`config.mk`:
```
export PLATFORM = sky130hd
export DESIGN_NAME = conv3x3_mac
export DESIGN_NICKNAME = d
export VERILOG_FILES = /design/src/rtl/cnn_pkg.sv /design/src/rtl/conv_requant.sv /design/src/rtl/conv3x3_mac.sv
export SDC_FILE = /design/constraint.sdc
export NUM_CORES = 2
export LEC_CHECK = 0
export CAP_MARGIN = 20
export CORE_UTILIZATION = 32
export CTS_CLUSTER_SIZE = 24
export DETAILED_ROUTE_END_ITERATION = 6
export PLACE_DENSITY = 0.56
export SLEW_MARGIN = 20
export SYNTH_ARGS = -nofsm -noshare
export SYNTH_HDL_FRONTEND = slang
export SYNTH_SLANG_ARGS = --single-unit
```
`constraint.sdc`:
```
create_clock -name clk -period 6.6 [get_ports clk]
set_clock_uncertainty 0.1 [all_clocks]
set_input_delay 1.98 -clock clk [delete_from_list [all_inputs] [get_ports clk]]
set_output_delay 1.98 -clock clk [all_outputs]
set_load 0.02 [all_outputs]
```
`src/rtl/cnn_pkg.sv`:
```
// Shared definitions for the CNN datapath blocks: default widths, kernel geometry, load FSM states.
package cnn_pkg;

   localparam int unsigned CNN_DATA_W  = 8;
   localparam int unsigned CNN_WT_W    = 8;
   localparam int unsigned CNN_BIAS_W  = 16;
   localparam int unsigned CNN_ACC_W   = 24;
   localparam int unsigned CNN_SHIFT   = 7;

   localparam int unsigned KERNEL_TAPS = 9;
   localparam int unsigned LOAD_BEATS  = 10;

   typedef enum logic {
      IDLE = 1'b0,
      LOAD = 1'b1
   } load_state_e;

endpackage

```
`src/rtl/conv_requant.sv`:
```
// Requantisation stage: arithmetic right shift, activation and saturation to DATA_W, registered.
// Build option CONV_RELU_EN: defined -> ReLU clamp to [0, 2^DATA_W-1];
// undefined -> signed clamp to [-2^(DATA_W-1), 2^(DATA_W-1)-1], two's-complement output.
module conv_requant #(
   parameter int unsigned DATA_W = 8,
   parameter int unsigned ACC_W  = 24,
   parameter int unsigned SHIFT  = 7
) (
   input  logic                    clk,
   input  logic                    rst,
   input  logic                    in_valid,
   input  logic signed [ACC_W-1:0] in_acc,
   output logic                    out_valid,
   output logic [DATA_W-1:0]       out_data
);

`ifdef CONV_RELU_EN
   localparam logic signed [ACC_W-1:0] SAT_HI = ACC_W'((2 ** DATA_W) - 1);
   localparam logic signed [ACC_W-1:0] SAT_LO = '0;
`else
   localparam logic signed [ACC_W-1:0] SAT_HI = ACC_W'((2 ** (DATA_W - 1)) - 1);
   localparam logic signed [ACC_W-1:0] SAT_LO = ACC_W'(-(2 ** (DATA_W - 1)));
`endif

   logic                    out_valid_q, out_valid_d;
   logic [DATA_W-1:0]       out_data_q, out_data_d;
   logic signed [ACC_W-1:0] shifted_c;

   // Floor shift, then clamp; data holds its last value when no result arrives.
   always_comb begin
      shifted_c   = in_acc >>> SHIFT;
      out_valid_d = in_valid;
      out_data_d  = out_data_q;
      if (in_valid) begin
         if (shifted_c < SAT_LO) begin
            out_data_d = SAT_LO[DATA_W-1:0];
         end else if (shifted_c > SAT_HI) begin
            out_data_d = SAT_HI[DATA_W-1:0];
         end else begin
            out_data_d = shifted_c[DATA_W-1:0];
         end
      end
   end

   // Output register.
   always_ff @(posedge clk) begin
      if (rst) begin
         out_valid_q <= 1'b0;
         out_data_q  <= '0;
      end else begin
         out_valid_q <= out_valid_d;
         out_data_q  <= out_data_d;
      end
   end

   assign out_valid = out_valid_q;
   assign out_data  = out_data_q;

endmodule

```
`src/rtl/conv3x3_mac.sv`:
```
// 3x3 convolution MAC: signed kernel and bias loaded serially into a shadow bank and committed
// atomically; windows stream through a 4-stage pipeline (products, row sums, total+bias, requant).
// Activation is selected by the CONV_RELU_EN build macro inside conv_requant.
module conv3x3_mac
   import cnn_pkg::*;
#(
   parameter int unsigned DATA_W = CNN_DATA_W,
   parameter int unsigned WT_W   = CNN_WT_W,
   parameter int unsigned BIAS_W = CNN_BIAS_W,
   parameter int unsigned ACC_W  = CNN_ACC_W,
   parameter int unsigned SHIFT  = CNN_SHIFT
) (
   input  logic              clk,
   input  logic              rst,
   input  logic              win_valid,
   input  logic [DATA_W-1:0] w0,
   input  logic [DATA_W-1:0] w1,
   input  logic [DATA_W-1:0] w2,
   input  logic [DATA_W-1:0] w3,
   input  logic [DATA_W-1:0] w4,
   input  logic [DATA_W-1:0] w5,
   input  logic [DATA_W-1:0] w6,
   input  logic [DATA_W-1:0] w7,
   input  logic [DATA_W-1:0] w8,
   input  logic              wt_start,
   input  logic              wt_valid,
   input  logic [BIAS_W-1:0] wt_data,
   output logic              out_valid,
   output logic [DATA_W-1:0] out_data,
   output logic              weights_ok,
   output logic              wt_done,
   output logic              drop_err
);

   localparam int unsigned PROD_W = DATA_W + WT_W + 1;
   localparam int unsigned ROW_W  = PROD_W + 2;
   localparam int unsigned IDX_W  = $clog2(LOAD_BEATS);

   logic [KERNEL_TAPS-1:0][DATA_W-1:0] win_c;
   assign win_c = {w8, w7, w6, w5, w4, w3, w2, w1, w0};

   // Load FSM and kernel banks
   load_state_e                      state_q, state_d;
   logic [IDX_W-1:0]                 idx_q, idx_d;
   logic [KERNEL_TAPS-1:0][WT_W-1:0] shadow_q, shadow_d;
   logic [KERNEL_TAPS-1:0][WT_W-1:0] act_tap_q, act_tap_d;
   logic signed [BIAS_W-1:0]         act_bias_q, act_bias_d;
   logic                             weights_ok_q, weights_ok_d;
   logic                             wt_done_q, wt_done_d;
   logic                             drop_err_q, drop_err_d;

   // Pipeline registers
   logic                     s1_valid_q, s1_valid_d;
   logic signed [PROD_W-1:0] s1_prod_q [KERNEL_TAPS];
   logic signed [PROD_W-1:0] s1_prod_d [KERNEL_TAPS];
   logic signed [BIAS_W-1:0] s1_bias_q, s1_bias_d;
   logic                     s2_valid_q, s2_valid_d;
   logic signed [ROW_W-1:0]  s2_row_q [3];
   logic signed [ROW_W-1:0]  s2_row_d [3];
   logic signed [BIAS_W-1:0] s2_bias_q, s2_bias_d;
   logic                     s3_valid_q, s3_valid_d;
   logic signed [ACC_W-1:0]  s3_acc_q, s3_acc_d;

   // Kernel load sequencing; beat 9 carries the bias and commits the shadow taps in the same cycle.
   always_comb begin
      state_d      = state_q;
      idx_d        = idx_q;
      shadow_d     = shadow_q;
      act_tap_d    = act_tap_q;
      act_bias_d   = act_bias_q;
      weights_ok_d = weights_ok_q;
      wt_done_d    = 1'b0;
      case (state_q)
         IDLE: begin
            if (wt_start) begin
               state_d = LOAD;
               idx_d   = '0;
            end
         end
         LOAD: begin
            if (wt_start) begin
               idx_d = '0;
            end else if (wt_valid) begin
               if (idx_q == IDX_W'(LOAD_BEATS - 1)) begin
                  act_tap_d    = shadow_q;
                  act_bias_d   = wt_data;
                  weights_ok_d = 1'b1;
                  wt_done_d    = 1'b1;
                  state_d      = IDLE;
                  idx_d        = '0;
               end else begin
                  shadow_d[idx_q] = wt_data[WT_W-1:0];
                  idx_d           = idx_q + IDX_W'(1);
               end
            end
         end
         default: state_d = IDLE;
      endcase
   end

   // Datapath stages S1..S3; the bias rides along with its window so a commit never splits a result.
   always_comb begin
      s1_valid_d = win_valid & weights_ok_q;
      s1_bias_d  = act_bias_q;
      for (int unsigned i = 0; i < KERNEL_TAPS; i++) begin
         s1_prod_d[i] = PROD_W'($signed({1'b0, win_c[i]})) * PROD_W'($signed(act_tap_q[i]));
      end
      s2_valid_d = s1_valid_q;
      s2_bias_d  = s1_bias_q;
      for (int unsigned r = 0; r < 3; r++) begin
         s2_row_d[r] = ROW_W'(s1_prod_q[3*r]) + ROW_W'(s1_prod_q[3*r+1]) + ROW_W'(s1_prod_q[3*r+2]);
      end
      s3_valid_d = s2_valid_q;
      s3_acc_d   = ACC_W'(s2_row_q[0]) + ACC_W'(s2_row_q[1]) + ACC_W'(s2_row_q[2]) + ACC_W'(s2_bias_q);
      drop_err_d = drop_err_q | (win_valid & ~weights_ok_q);
   end

   // State and pipeline registers.
   always_ff @(posedge clk) begin
      if (rst) begin
         state_q      <= IDLE;
         idx_q        <= '0;
         shadow_q     <= '0;
         act_tap_q    <= '0;
         act_bias_q   <= '0;
         weights_ok_q <= 1'b0;
         wt_done_q    <= 1'b0;
         drop_err_q   <= 1'b0;
         s1_valid_q   <= 1'b0;
         s1_bias_q    <= '0;
         s2_valid_q   <= 1'b0;
         s2_bias_q    <= '0;
         s3_valid_q   <= 1'b0;
         s3_acc_q     <= '0;
         for (int unsigned i = 0; i < KERNEL_TAPS; i++) s1_prod_q[i] <= '0;
         for (int unsigned r = 0; r < 3; r++) s2_row_q[r] <= '0;
      end else begin
         state_q      <= state_d;
         idx_q        <= idx_d;
         shadow_q     <= shadow_d;
         act_tap_q    <= act_tap_d;
         act_bias_q   <= act_bias_d;
         weights_ok_q <= weights_ok_d;
         wt_done_q    <= wt_done_d;
         drop_err_q   <= drop_err_d;
         s1_valid_q   <= s1_valid_d;
         s1_bias_q    <= s1_bias_d;
         s2_valid_q   <= s2_valid_d;
         s2_bias_q    <= s2_bias_d;
         s3_valid_q   <= s3_valid_d;
         s3_acc_q     <= s3_acc_d;
         for (int unsigned i = 0; i < KERNEL_TAPS; i++) s1_prod_q[i] <= s1_prod_d[i];
         for (int unsigned r = 0; r < 3; r++) s2_row_q[r] <= s2_row_d[r];
      end
   end

   // S4: shift, activation, saturation.
   conv_requant #(
      .DATA_W (DATA_W),
      .ACC_W  (ACC_W),
      .SHIFT  (SHIFT)
   ) u_requant (
      .clk       (clk),
      .rst       (rst),
      .in_valid  (s3_valid_q),
      .in_acc    (s3_acc_q),
      .out_valid (out_valid),
      .out_data  (out_data)
   );

   assign weights_ok = weights_ok_q;
   assign wt_done    = wt_done_q;
   assign drop_err   = drop_err_q;

endmodule

```
==> impl_metrics.csv <==
group,metric,value,unit
synthesis,synthAdderAreaFrac,38.1,%
worst_setup_path,worst_setup_path_start_kind,"primary input",
synthesis,muxShareOfSynthArea,2.61,%
clock_network,cts_inserted_buffers,51,
final_layout,area_growth,14.3,%
route,drc,0,
grt,grt.total_usage,15.3,%
clock_network,path_clk_slew,0.06,ns
synthesis,yosys.area.top_type_share,23.4,%
synthesis,synth_async_sr_flop_share,0,%
worst_hold_path,min_from,"s1_bias_q[2]$_SDFF_PP0_",
clock_network,cts_sinks,437,
route,vias_per_cell,4.66,
timing,hold_viol,0,
worst_setup_path,endpoint_kind,"flip-flop",
worst_setup_path,path_depth,16,
power_and_ir_drop,vdd_drop_max,184,uV
synthesis,syn-num-nets,5013,
grt,grt_pass1_vias,27200,
timing,tns,0,ns
final_layout,finalInstanceArea,42700,um^2
synthesis,avgSynthCellArea,9.25,um^2
floorplanning,die_h,344,um
worst_setup_path,ff2ff_setup_slack,1.67,ns
route,wirelength,89.3,mm
clock_network,root_buffer,"clkbuf_16",
floorplanning,core-area,115000,um^2
floorplanning,num_rows,124,
clock_network,cts_setup_buffers,0,
synthesis,syn_area,37300,um^2
synthesis,synth_most_common_cell,"inv_1",
synthesis,synth_cell_types,77,
grt,grt_antenna_before_repair,3,
clock_network,clkLatencyLatePin,0.62,ns
timing,final.period_utilization,93.0,%
synthesis,synth_top_family_by_area,"adder cells",
grt,grt_pass1_wl,145,mm
synthesis,ys_top_cells_by_count,"576 x inv_1, 457 x ha_1, 437 x dfxtp_1",
floorplanning,die-area,118000,um^2
clock_network,clockBufferDepth,3,
worst_setup_path,reg2reg_from,"act_tap_q[23]$_SDFFE_PP0P_",
clock_network,cts_resized,0,
synthesis,yosys.area.top_type,"dfxtp_1",
timing,relSlewSlack,26.9,%
clock_network,cts_tree,"done",
worst_setup_path,cp_max_fo,3,
timing,tightest_slew,1.10,ns
route,drtPass1Iterations,5,
worst_hold_path,hold_path.class,"reg -> reg",
grt,grt_overflow,0,
synthesis,synth_edf_count,0,
worst_hold_path,min_to,"s2_bias_q[2]$_SDFF_PP0_",
run_status,status,"finished, final reports clean",
timing,setup_viol,0,
final_layout,drive_above_1_share,6.30,%
timing,rsz0062_at_grt,"no",
route,avgRoutedWirePerCell,15.5,um
worst_hold_path,hold_path_depth,1,
worst_setup_path,rr_endpoint,"s1_prod_q[0][49]$_SDFF_PP0_",
worst_setup_path,slowest_delay,0.54,ns
worst_setup_path,cp.arrival,6.52,ns
worst_setup_path,crit_family,"adder cells",
synthesis,yosysWarnings,0,
worst_setup_path,path_cells,"clkdlybuf4s50_1, nand2_1, fa_1, fa_1, inv_1, fa_1, inv_1, fa_1, inv_1, ha_1, nand3_1, o211ai_1, or4_1, a31o_2, a31oi_1, mux2_2",
synthesis,seq_area_frac_synth,23.4,%
power_and_ir_drop,power_density,136,nW/um^2
placement,numPortBuffers,104,
synthesis,synthXorXnorAreaFrac,1.95,%
timing,maxClockFrequency,163,MHz
floorplanning,start_util,32.5,%
placement,gp_congestion,0.847,
synthesis,synth_compound_area_share,8.46,%
worst_setup_path,cpMaxStageDelayCell,"fa_1",
placement,dp_hpwl,70.0,mm
synthesis,yosys-top-cells-area,"dfxtp_1 23%, fa_1 23%, ha_1 15%",
placement,dpl_cell_area,40900,um^2
job,max_cap_viol_count,0,
route,drtIter0Drc,1322,
timing,drv_slew,0,
timing,layout_min_cycle_time,6.14,ns
clock_network,postCtsHoldBufs,0,
worst_setup_path,cp_common_cell,"fa_1",
route,num_vias,26900,
worst_setup_path,worstSetupPathType,"in -> reg",
synthesis,syn_inst,4038,
worst_setup_path,crit_buf_inv,4,
route,postRouteAntennaNets,0,
final_layout,final_nets,5205,
worst_setup_path,reg2reg_depth,15,
clock_network,htree_num_levels,2,
power_and_ir_drop,leakage,20.8,nW
synthesis,ys_ff_latch,437,
floorplanning,ios,105,
grt,grt_max_degree,186,
worst_setup_path,crit_required,6.98,ns
synthesis,synth_simple_gate_area_share,18.6,%
synthesis,synth_ff_type,"dfxtp_1",
floorplanning,die_w,344,um
-- worst max path at each step --
stage	from	endpoint
floorplan	w2[6]	s1_prod_q[0][49]$_SDFF_PP0_
global placement	w5[7]	s1_prod_q[0][98]$_SDFF_PP0_
detailed placement	w5[7]	s1_prod_q[0][98]$_SDFF_PP0_
CTS	w2[5]	s1_prod_q[0][49]$_SDFF_PP0_
global route	w0[3]	s1_prod_q[0][14]$_SDFF_PP0_
finish	w2[5]	s1_prod_q[0][49]$_SDFF_PP0_
-- stage by stage --
stage | cells | util (%) | hold WS (ns) | setup WS (ns) | total power, mW
global route | 5779 | 37.1 | 0.356 | 0.241 | 6.00
finish | 5780 | 37.1 | 0.331 | 0.461 | 5.81
CTS | 5779 | 37.1 | 0.332 | 0.487 | 5.88
global placement | 5689 | 35.6 | 0.316 | -0.191 | 2.93
floorplan | 4038 | - | 0.314 | 0.544 | 2.76
detailed placement | 5689 | 35.6 | 0.321 | -0.162 | 2.93
-- area by class of cell --
class / count / area, um^2
Antenna cell: 1 / 2.50
Clock inverter: 22 / 323
Multi-Input combinational cell: 2927 / 26000
Timing Repair Buffer: 237 / 2070
Clock buffer: 68 / 1420
Tap cell: 1512 / 1890
Sequential cell: 437 / 8750
Inverter: 576 / 2160
Fill cell: 11600 / 72300
-- registers in the layout (all words and copies together) (netlist names), 4 cells and up --
signal	count
u_requant.out_data	8
idx_q	4
act_bias_q	16
s1_bias_q	16
s2_bias_q	16
act_tap_q	72
shadow_q	72
s1_prod_q	153
s2_row_q	57
s3_acc_q	15
-- placed cells by master (no fill, tap or decap), types with 15 or more instances in the layout --
cell type,instances
a21o_1,37
mux2_2,20
a21oi_1,166
and2_1,345
a211oi_1,18
ha_1,457
nand3_1,42
mux2i_1,75
xnor2_1,43
clkdlybuf4s50_1,103
buf_4,131
o22a_1,16
and3_1,17
xor2_1,40
nor2_1,297
inv_1,576
clkbuf_16,52
nand2_1,361
o21a_1,49
nand2b_1,48
dfxtp_1,437
o211ai_1,15
nor2b_1,121
o21bai_1,16
nor3_1,89
o21ai_0,68
fa_1,425
-- cell families (layout without fill, tap and decap cells) --
family	count (synthesis)	in the layout
AND/OR/NAND/NOR	1386	1386
adder cells (fa/ha/maj)	882	882
buffers and inverters	674	903
AO/OA/AOI/OAI	481	481
flip-flops	437	437
multiplexers	95	95
XOR/XNOR	83	83
other	0	1
-- report_power, final --
part | total, mW | switching (mW) | internal (mW)
registers | 2.64 | 0.00234 | 2.64
logic | 0.231 | 0.142 | 0.0891
clock network | 2.93 | 1.18 | 1.76
-- layer usage --
| layer | routed length [um] | GRT usage, % | up-vias |
|---|---|---|---|
| li1 | - | - | 13400 |
| met4 | 1450 | 2.96 | 0 |
| met2 | 41600 | 25.6 | 352 |
| met3 | 2800 | 1.66 | 92 |
| met1 | 43500 | 21.4 | 13100 |
| met5 | 0 | 0 | - |
-- worst reg2reg max path: cells and delay by family, from the launching register on --
family	cells	cell delay [ns]
and+or+nand+nor	2	0.56
buffers and inverters	4	0.38
AOI/OAI and AO/OA	3	0.57
adders and majority gates	5	2.35
muxes	1	0.35
DFF	1	0.52
(Power assumes the default switching activity.)
